## src/rtl/clk_div_pkg.sv

```systemverilog
// clk_div_pkg: shared state type, constants and divisor helpers
// for the clk_div_rst_gen clock/reset block.
package clk_div_pkg;

    localparam int unsigned DIV_MIN = 2;

    typedef enum logic {
        CH_IDLE = 1'b0,
        CH_RUN  = 1'b1
    } ch_state_e;

    // Divisors below DIV_MIN cannot form a high and a low phase.
    function automatic int unsigned sanitise_div(input int unsigned d);
        return (d < DIV_MIN) ? DIV_MIN : d;
    endfunction

    // Odd divisors put the extra cycle in the low phase.
    function automatic int unsigned low_len(input int unsigned d);
        return d - (d >> 1);
    endfunction

    function automatic int unsigned high_len(input int unsigned d);
        return d >> 1;
    endfunction

endpackage

```

## src/rtl/clk_div_ch.sv

```systemverilog
// clk_div_ch: one divider channel; divisor reloads only at wrap.
// Ports: clk_i, reset_n, div_i, en_i in; clk_o, stb_o, busy_o out.
module clk_div_ch
    import clk_div_pkg::*;
#(
    parameter int unsigned DIV_W   = 8,
    parameter int unsigned DEF_DIV = 2
) (
    input  logic             clk_i,
    input  logic             reset_n,
    input  logic [DIV_W-1:0] div_i,
    input  logic             en_i,
    output logic             clk_o,
    output logic             stb_o,
    output logic             busy_o
);

    localparam logic [0:0] ST_IDLE = CH_IDLE;
    localparam logic [0:0] ST_RUN  = CH_RUN;

    localparam logic [DIV_W-1:0] D_RST =
        DIV_W'(sanitise_div(DEF_DIV));

    logic [0:0]       st_q, st_d;
    logic [DIV_W-1:0] cnt_q, cnt_d;
    logic [DIV_W-1:0] dact_q, dact_d;
    logic [DIV_W-1:0] div_s;
    logic [DIV_W-1:0] low_d;
    logic             wrap;
    logic             run_d;

    always_comb begin
        div_s  = DIV_W'(sanitise_div(32'(div_i)));
        wrap   = (cnt_q == dact_q - DIV_W'(1));
        st_d   = st_q;
        cnt_d  = cnt_q;
        dact_d = dact_q;
        unique case (1'b1)
            (st_q == ST_IDLE): begin
                cnt_d = '0;
                if (en_i) begin
                    st_d   = ST_RUN;
                    dact_d = div_s;
                end
            end
            (st_q == ST_RUN): begin
                if (wrap) begin
                    cnt_d = '0;
                    if (en_i) dact_d = div_s;
                    else      st_d   = ST_IDLE;
                end else begin
                    cnt_d = cnt_q + DIV_W'(1);
                end
            end
            default: st_d = ST_IDLE;
        endcase
        // Pins are registered from next-state values so they
        // line up with cnt_q without a comb path to the pin.
        low_d = DIV_W'(low_len(32'(dact_d)));
        run_d = (st_d == ST_RUN);
    end

    always_ff @(posedge clk_i or negedge reset_n) begin
        if (!reset_n) begin
            st_q   <= ST_IDLE;
            cnt_q  <= '0;
            dact_q <= D_RST;
            clk_o  <= 1'b0;
            stb_o  <= 1'b0;
            busy_o <= 1'b0;
        end else begin
            st_q   <= st_d;
            cnt_q  <= cnt_d;
            dact_q <= dact_d;
            clk_o  <= run_d && (cnt_d >= low_d);
            stb_o  <= run_d && (cnt_d == low_d);
            busy_o <= run_d;
        end
    end

endmodule

```

## src/rtl/clk_div_rst_gen.sv

```systemverilog
// clk_div_rst_gen: NUM_CH glitch-free clock dividers plus SoC reset.
// Ports: clk_i, reset_n, div_i, en_i in; clk_o, stb_o, busy_o, rst_n_o out.
module clk_div_rst_gen
    import clk_div_pkg::*;
#(
    parameter int unsigned NUM_CH   = 2,
    parameter int unsigned DIV_W    = 8,
    parameter int unsigned RST_HOLD = 16,
    parameter int unsigned DEF_DIV  = 2
) (
    input  logic                    clk_i,
    input  logic                    reset_n,
    input  logic [NUM_CH*DIV_W-1:0] div_i,
    input  logic [NUM_CH-1:0]       en_i,
    output logic [NUM_CH-1:0]       clk_o,
    output logic [NUM_CH-1:0]       stb_o,
    output logic [NUM_CH-1:0]       busy_o,
    output logic                    rst_n_o
);

    localparam int unsigned HW =
        (RST_HOLD > 0) ? $clog2(RST_HOLD + 1) : 1;
    localparam logic [HW-1:0] HOLD = HW'(RST_HOLD);

    logic [1:0]    sync_q;
    logic [HW-1:0] hold_q, hold_d;

    always_comb begin
        hold_d = hold_q;
        if (sync_q[1] && (hold_q != HOLD))
            hold_d = hold_q + HW'(1);
    end

    // rst_n_o is registered from the next hold count so that it
    // rises RST_HOLD+2 edges after release, even for RST_HOLD=0.
    always_ff @(posedge clk_i or negedge reset_n) begin
        if (!reset_n) begin
            sync_q  <= '0;
            hold_q  <= '0;
            rst_n_o <= 1'b0;
        end else begin
            sync_q  <= {sync_q[0], 1'b1};
            hold_q  <= hold_d;
            rst_n_o <= sync_q[0] && (hold_d == HOLD);
        end
    end

    for (genvar c = 0; c < NUM_CH; c++) begin : g_ch
        clk_div_ch #(
            .DIV_W   (DIV_W),
            .DEF_DIV (DEF_DIV)
        ) u_ch (
            .clk_i   (clk_i),
            .reset_n (reset_n),
            .div_i   (div_i[c*DIV_W +: DIV_W]),
            .en_i    (en_i[c]),
            .clk_o   (clk_o[c]),
            .stb_o   (stb_o[c]),
            .busy_o  (busy_o[c])
        );
    end

endmodule

```

## config.mk

```make
export PLATFORM = sky130hd
export DESIGN_NAME = clk_div_rst_gen
export DESIGN_NICKNAME = d
export VERILOG_FILES = /design/src/rtl/clk_div_pkg.sv /design/src/rtl/clk_div_ch.sv /design/src/rtl/clk_div_rst_gen.sv
export SDC_FILE = /design/constraint.sdc
export NUM_CORES = 1
export LEC_CHECK = 0
export CAP_MARGIN = 20
export CORE_MARGIN = 2
export CORE_UTILIZATION = 61
export CTS_BUF_LIST = sky130_fd_sc_hd__clkbuf_4 sky130_fd_sc_hd__clkbuf_8
export DETAILED_ROUTE_END_ITERATION = 8
export GPL_ROUTABILITY_DRIVEN = 0
export PLACE_DENSITY = 0.95
export SKIP_CTS_REPAIR_TIMING = 1
export SLEW_MARGIN = 0
export SYNTH_ARGS = -nofsm -noshare
export SYNTH_HDL_FRONTEND = slang
export SYNTH_SLANG_ARGS = --single-unit
```

## constraint.sdc

```tcl
create_clock -name clk_i -period 5.8 [get_ports clk_i]
set_clock_uncertainty 0.15 [all_clocks]
set_input_delay 1.16 -clock clk_i [delete_from_list [all_inputs] [get_ports clk_i]]
set_output_delay 1.16 -clock clk_i [all_outputs]
set_load 0.1 [all_outputs]
```

==> results of run 1 <==
[cell type report]
| cell class | instances | area [um^2] |
|---|---|---|
| tap | 70 | 87.58 |
| clock inverter | 2 | 12.51 |
| timing repair buffer | 28 | 282.8 |
| sequential | 46 | 1154 |
| multi-input combinational | 244 | 1928 |
| inverter | 40 | 150.1 |
| fill | 378 | 1443 |
| clock buffer | 6 | 82.58 |
[cells in the mapped netlist, types with 2 or more instances]
master / n / area share
dfstp_2: 2 / 0.016
a21o_1: 3 / 0.0069
mux2_2: 6 / 0.021
dfrtp_1: 44 / 0.34
xor2_1: 17 / 0.045
and3_1: 4 / 0.0076
o31ai_1: 2 / 0.0046
nor3_1: 7 / 0.011
ha_1: 36 / 0.14
mux2i_1: 8 / 0.024
a211oi_1: 3 / 0.0069
nor4_1: 4 / 0.0076
or3_1: 3 / 0.0057
nand2b_1: 7 / 0.013
nand4_1: 6 / 0.011
o211ai_1: 2 / 0.0046
nor2b_1: 5 / 0.0095
a21oi_1: 11 / 0.017
nand2_1: 11 / 0.013
nor2_1: 24 / 0.027
o21a_1: 7 / 0.016
xnor2_1: 32 / 0.085
o31a_1: 2 / 0.0053
and2_1: 3 / 0.0057
o21bai_1: 3 / 0.0069
inv_1: 40 / 0.046
or2_2: 3 / 0.0057
buf_4: 6 / 0.014
fa_1: 2 / 0.012
o21ai_0: 8 / 0.012
nand3_1: 11 / 0.017
[critical path, delay by kind of cell, from the launching register on]
kind,cells,cell delay (ps)
adder cells (fa/ha/maj),4,1070
flip-flops,1,440
buffers and inverters,3,380
AND/OR/NAND/NOR,7,1120
AO/OA/AOI/OAI,8,1700
XOR/XNOR,1,160
[power breakdown]
part           switching [W]  internal (W)  total (W)
logic               0.000555      0.000474    0.00103
clock network       0.000112     0.0000959   0.000208
registers           0.000102      0.000397   0.000499
total               0.000769      0.000967    0.00174
[stage by stage]
stage,std cells,worst slack (ps),util
global route,436,246.6,0.7193
detailed placement,427,428.6,0.6969
finish,436,646.6,0.7193
global placement,427,693.1,0.6969
CTS,435,655.9,0.7154
floorplan,337,1049,-
[state kept, by name (all words and copies together), names as in the netlist]
name              flops
g_ch.u_ch.cnt_q      16
g_ch.u_ch.dact_q     16
hold_q                5
g_ch.u_ch.busy_o      2
g_ch.u_ch.clk_o       2
g_ch.u_ch.stb_o       2
sync_q                2
rst_n_o               1
[metal layers]
metal / track usage / part of all wire / vias up
li1: - / - / 1201
met1: 0.2767 / 0.38 / 1215
met2: 0.4922 / 0.56 / 58
met3: 0.04767 / 0.034 / 20
met4: 0.1018 / 0.028 / 0
met5: 0 / 0 / -
[cells by family after synthesis]
logic type	after synthesis	share of synthesized area
AO/OA/AOI/OAI	46	0.09954
XOR/XNOR	49	0.1308
other	1	0.001143
adder cells (fa/ha/maj)	38	0.1495
multiplexers	15	0.05187
flip-flops	46	0.3516
buffers and inverters	47	0.06064
AND/OR/NAND/NOR	95	0.1548
[path summary, 6_finish.rpt]
check	from	to
max in group asynchronous	reset_n	g_ch[1].u_ch.dact_q[1]$_DFF_PN1_
max reg2reg	g_ch[0].u_ch.dact_q[0]$_DFF_PN0_	g_ch[0].u_ch.clk_o$_DFF_PN0_
min in group asynchronous	reset_n	g_ch[0].u_ch.dact_q[6]$_DFF_PN0_
min reg2reg	sync_q[0]$_DFF_PN0_	sync_q[1]$_DFF_PN0_
min	sync_q[0]$_DFF_PN0_	sync_q[1]$_DFF_PN0_
max	g_ch[0].u_ch.dact_q[0]$_DFF_PN0_	g_ch[0].u_ch.clk_o$_DFF_PN0_
==> metrics.md, run 1 <==
| Metric | Value |
|---|---|
| Wirelength, routed | 7093 um |
| Total clock buffers created by CTS | 5 |
| Cell chain of the critical path | inv_1 > ha_1 > or3b_1 > nor4_1 > o2111ai_1 > o41ai_4 > buf_4 > nand2_4 > a21oi_1 > ha_1 > inv_1 > fa_1 > nand2_1 > nand2_1 > a21oi_1 > o21bai_1 > a21oi_1 > xor2_1 > ha_1 > nand4_1 > nor2_1 > a211oi_1 > a21oi_1 |
| Crit path largest cell delay | 440 ps |
| Via count | 2494 |
| Synth warnings | 0 |
| Worst hold stages | 0 |
| Tot Pwr | 0.001736 W |
| Initial antenna violation count | 0 |
| Post-DP Area | 3582 um^2 |
| Final ANT Viol Nets | 0 |
| Die H | 77.34 um |
| Drt wl/cell | 16.27 um |
| EDFF count, synth | 0 |
| Slowest-stage cell, CP | dfrtp_1 |
| Power per cell area | 469.5 nW/um^2 |
| Reg2Reg Setup Slack | 650 ps |
| Most used cell, CP | a21oi_1 |
| Worst Path Max Fanout | 10 |
| Mapped Cells | 337 |
| Worst VDD drop | 0.0002612 V |
| FF-to-FF path depth | 23 |
| CP Data Arrival Time | 5190 ps |
| Die width | 77.34 um |
| DRC viols | 0 |
| RSZ-0062 raised after global routing | no |
| Clock Path Buffers | 2 |
| Largest net degree at the start of global routing | 47 |
| Router iterations before antenna repair | 4 |
| Vias per cell | 5.720 |
| Commonest non-fill, non-tap cell in the layout | dfrtp_1 |
| DPL Wire Length | 5650 um |
| Leak | 1.788 nW |
| P&R area growth vs syn | 12.70% |
| Most frequent cells in the layout | dfrtp_1 (44), inv_1 (40), ha_1 (36) |
| Slew Viols, Final | 0 |
| Layout cell share with drive strength beyond 1 | 0.07377 |
| Netlist cell types | 46 |
| Startpoint Class | flop |
| Status | finished clean |
| Skew-Pair Late Insertion Delay | 300 ps |
| Crit share post-route | 0.8885 |
| Fin crit period | 5153 ps |
| CTS tree | yes |
| Mapped Area | 3281 um^2 |
| H-tree depth | 2 |
| Fin area | 3697 um^2 |
| Type of the most critical hold path | flop to flop |
| Die area | 5981 um^2 |
| Worst rel slew slack | 0.3456 |
| Clock root cell | clkbuf_8 |
| Fmax | 194.0 MHz |
| Port buffer count | 26 |
| Sink Count | 46 |
| Synth Flop Type | dfrtp_1 |
| All-Layer GR Usage | 0.2573 |
| Syn avg cell area | 9.735 um^2 |
| Core area | 5140 um^2 |
| Initial DRC count | 175 |
| Vias in the first global route | 2745 |
| Final hold viol count | 0 |
| Setup_tns | 0 ps |
| Post-synthesis sequential area ratio | 0.3516 |
| Final net count | 423 |
| CP required | 5830 ps |
| CP Class | flop to flop |
| Initial Util | 0.6383 |
| Remaining global-route overflow | 0 |
| I/O pins | 27 |
| Seq cells post-synth | 46 |
| Hold Worst Slack | 240.7 ps |
| Share of flip-flops with an asynchronous set or reset | 1.000 |
| First-pass GRT wire length | 12280 um |
| Worst setup EP type | flop |
| N_diodes | 0 |
| Core Rows | 26 |
| Measured slew at the worst slew-check pin | 978.5 ps |
| Final setup violation count | 0 |
| CTS clock-pin slew for the worst setup and hold paths | 90 ps |
| Syn Nets | 395 |
| Max cap viols | 0 |
No activity file was read; power rests on OpenSTA's default activity.
==> run 2, diff against run 1 <==
--- a/config.mk
+++ b/config.mk
@@ -5,13 +5,13 @@
 export SDC_FILE = /design/constraint.sdc
 export NUM_CORES = 1
 export LEC_CHECK = 0
-export CAP_MARGIN = 20
 export CORE_MARGIN = 2
 export CORE_UTILIZATION = 61
 export CTS_BUF_LIST = sky130_fd_sc_hd__clkbuf_4 sky130_fd_sc_hd__clkbuf_8
 export DETAILED_ROUTE_END_ITERATION = 8
 export GPL_ROUTABILITY_DRIVEN = 0
 export PLACE_DENSITY = 0.95
+export SETUP_SLACK_MARGIN = 0.2
 export SKIP_CTS_REPAIR_TIMING = 1
 export SLEW_MARGIN = 0
 export SYNTH_ARGS = -nofsm -noshare
==> metrics.md, run 2 (synthesis gave the netlist of run 1 again) <==
| Metric | Value |
|---|---|
| Hold Worst Slack | 240.8 ps (+0.1360 ps) |
| Final net count | 422 (-0.24%) |
| Port buffer count | 26 (unchanged) |
| CTS tree | yes |
| Sink Count | 46 (unchanged) |
| DP Worst Slack | 428.6 ps (unchanged) |
| Initial DRC count | 142 (-19%) |
| Setup_tns | 0 ps (unchanged) |
| Fin crit period | 5151 ps (-1.904 ps) |
| Most used cell, CP | a21oi_1 |
| Measured slew at the worst slew-check pin | 1007 ps (+28.94 ps) |
| Remaining global-route overflow | 0 (unchanged) |
| Wirelength, routed | 7094 um (about the same) |
| Die area | 5981 um^2 (unchanged) |
| Router iterations before antenna repair | 4 (unchanged) |
| Drt wl/cell | 16.31 um (+0.24%) |
| Slew Viols, Final | 0 (unchanged) |
| Clock Path Buffers | 2 (unchanged) |
| Die width | 77.34 um (unchanged) |
| Fin area | 3677 um^2 (-0.54%) |
| Skew-Pair Late Insertion Delay | 300 ps (about the same) |
| Core area | 5140 um^2 (unchanged) |
| Worst Path Max Fanout | 10 (unchanged) |
| Via count | 2469 (-1.0%) |
| Status | finished clean |
| Core Rows | 26 (unchanged) |
| Largest net degree at the start of global routing | 47 (unchanged) |
| Type of the most critical hold path | flop to flop |
| Vias in the first global route | 2745 (unchanged) |
| Slowest-stage cell, CP | dfrtp_1 |
| Cell chain of the critical path | inv_1 > ha_1 > or3b_1 > nor4_1 > o2111ai_1 > o41ai_4 > buf_4 > nand2_4 > a21oi_1 > ha_1 > inv_1 > fa_1 > nand2_1 > nand2_1 > a21oi_1 > o21bai_1 > a21oi_1 > xor2_1 > ha_1 > nand4_1 > nor2_1 > a211oi_1 > a21oi_1 |
| Worst rel slew slack | 0.3284 (-0.01725) |
| H-tree depth | 2 (unchanged) |
| Initial Util | 0.6383 (unchanged) |
| Initial antenna violation count | 0 (unchanged) |
| Post-DP Area | 3582 um^2 (unchanged) |
| Power per cell area | 472.1 nW/um^2 (+0.53%) |
| Layout cell share with drive strength beyond 1 | 0.07123 (-0.002538) |
| I/O pins | 27 (unchanged) |
| RSZ-0062 raised after global routing | no |
| Storage element area | 1154 um^2 (unchanged) |
| Worst VDD drop | 0.0002617 V (+0.20%) |
| N_diodes | 0 (unchanged) |
| Crit share post-route | 0.8882 (about the same) |
| Final hold viol count | 0 (unchanged) |
| Area of the multi-input gates | 1928 um^2 (unchanged) |
| DRC viols | 0 (unchanged) |
| DPL Wire Length | 5650 um (unchanged) |
| CP Data Arrival Time | 5190 ps (about the same) |
| P&R area growth vs syn | 12.09% |
| All-Layer GR Usage | 0.2573 (unchanged) |
| Total clock buffers created by CTS | 5 (unchanged) |
| Final ANT Viol Nets | 0 (unchanged) |
| Clock root cell | clkbuf_8 |
| Worst setup EP type | flop |
| CP Class | flop to flop |
| Largest registers | g_ch.u_ch.cnt_q (16), g_ch.u_ch.dact_q (16), hold_q (5) |
| Startpoint Class | flop |
| Most frequent cells in the layout | dfrtp_1 (44), inv_1 (40), ha_1 (36) |
| Fmax | 194.1 MHz (about the same) |
| First-pass GRT wire length | 12280 um (unchanged) |
| Leak | 1.778 nW (-0.53%) |
| Commonest non-fill, non-tap cell in the layout | dfrtp_1 |
| Filler cells | 379 (+0.26%) |
| Max cap viols | 0 (unchanged) |
| Setup ws final | 648.5 ps (+1.904 ps) |
| Crit path largest cell delay | 440 ps (about the same) |
| CP required | 5840 ps (about the same) |
| Die H | 77.34 um (unchanged) |
| CTS clock-pin slew for the worst setup and hold paths | 90 ps (about the same) |
| Reg2Reg Setup Slack | 650 ps (about the same) |
| Vias per cell | 5.676 (-0.77%) |
| Final setup violation count | 0 (unchanged) |
==> run 2: changes by cell type in the layout (fill, tap and decap cells not counted), sizes merged <==
cell  delta
buf      -1
==> run 2: worst paths after layout <==
kind                                                  start                           end  depth (start not counted)
setup / recovery           g_ch[0].u_ch.dact_q[0]$_DFF_PN0_  g_ch[0].u_ch.clk_o$_DFF_PN0_                         23
hold / removal                          sync_q[0]$_DFF_PN0_           sync_q[1]$_DFF_PN0_                          0
setup reg to reg           g_ch[0].u_ch.dact_q[0]$_DFF_PN0_  g_ch[0].u_ch.clk_o$_DFF_PN0_                         23
hold reg to reg                         sync_q[0]$_DFF_PN0_           sync_q[1]$_DFF_PN0_                          0
max in group asynchronous                           reset_n           hold_q[0]$_DFF_PN0_                          1
min in group asynchronous                           reset_n  g_ch[1].u_ch.stb_o$_DFF_PN0_                          1
==> run 2: area by class of cell <==
type,count,share of cell area
multi-input cells,244,0.5243
clock inverters,2,0.003403
clock buffers,6,0.02246
repair buffers,27,0.07145
flip-flops and latches,46,0.3137
inverters,40,0.04083
well taps,70,0.02382
==> run 2: worst max-delay path, delay by kind of cell (launching register included) <==
kind / cells / cell delay [ps]
AO/OA/AOI/OAI: 8 / 1710
buffers and inverters: 3 / 380
adder cells (fa/ha/maj): 4 / 1070
AND/OR/NAND/NOR: 7 / 1120
flip-flops: 1 / 440
XOR/XNOR: 1 / 160
==> run 2: metrics by stage <==
step | util | instances | total power (W)
floorplan | - | 337 | 0.001261
global placement | 0.6969 | 427 | 0.001421
detailed placement | 0.6969 | 427 | 0.001506
CTS | 0.7154 | 435 | 0.001727
global route | 0.7154 | 435 | 0.001878
finish | 0.7154 | 435 | 0.001736
==> run 2: metal layers <==
layer,up-vias,wire length (um),global-route usage
met5,-,0,0
met4,0,199,0.1018
met1,1194,2687,0.2767
li1,1201,-,-
met2,54,3966,0.4922
met3,20,240,0.04767
==> run 2: where the power goes <==
group          internal (W)  switching (W)
clock network     0.0000959       0.000111
logic              0.000473       0.000556
registers          0.000397       0.000102
total              0.000966       0.000770
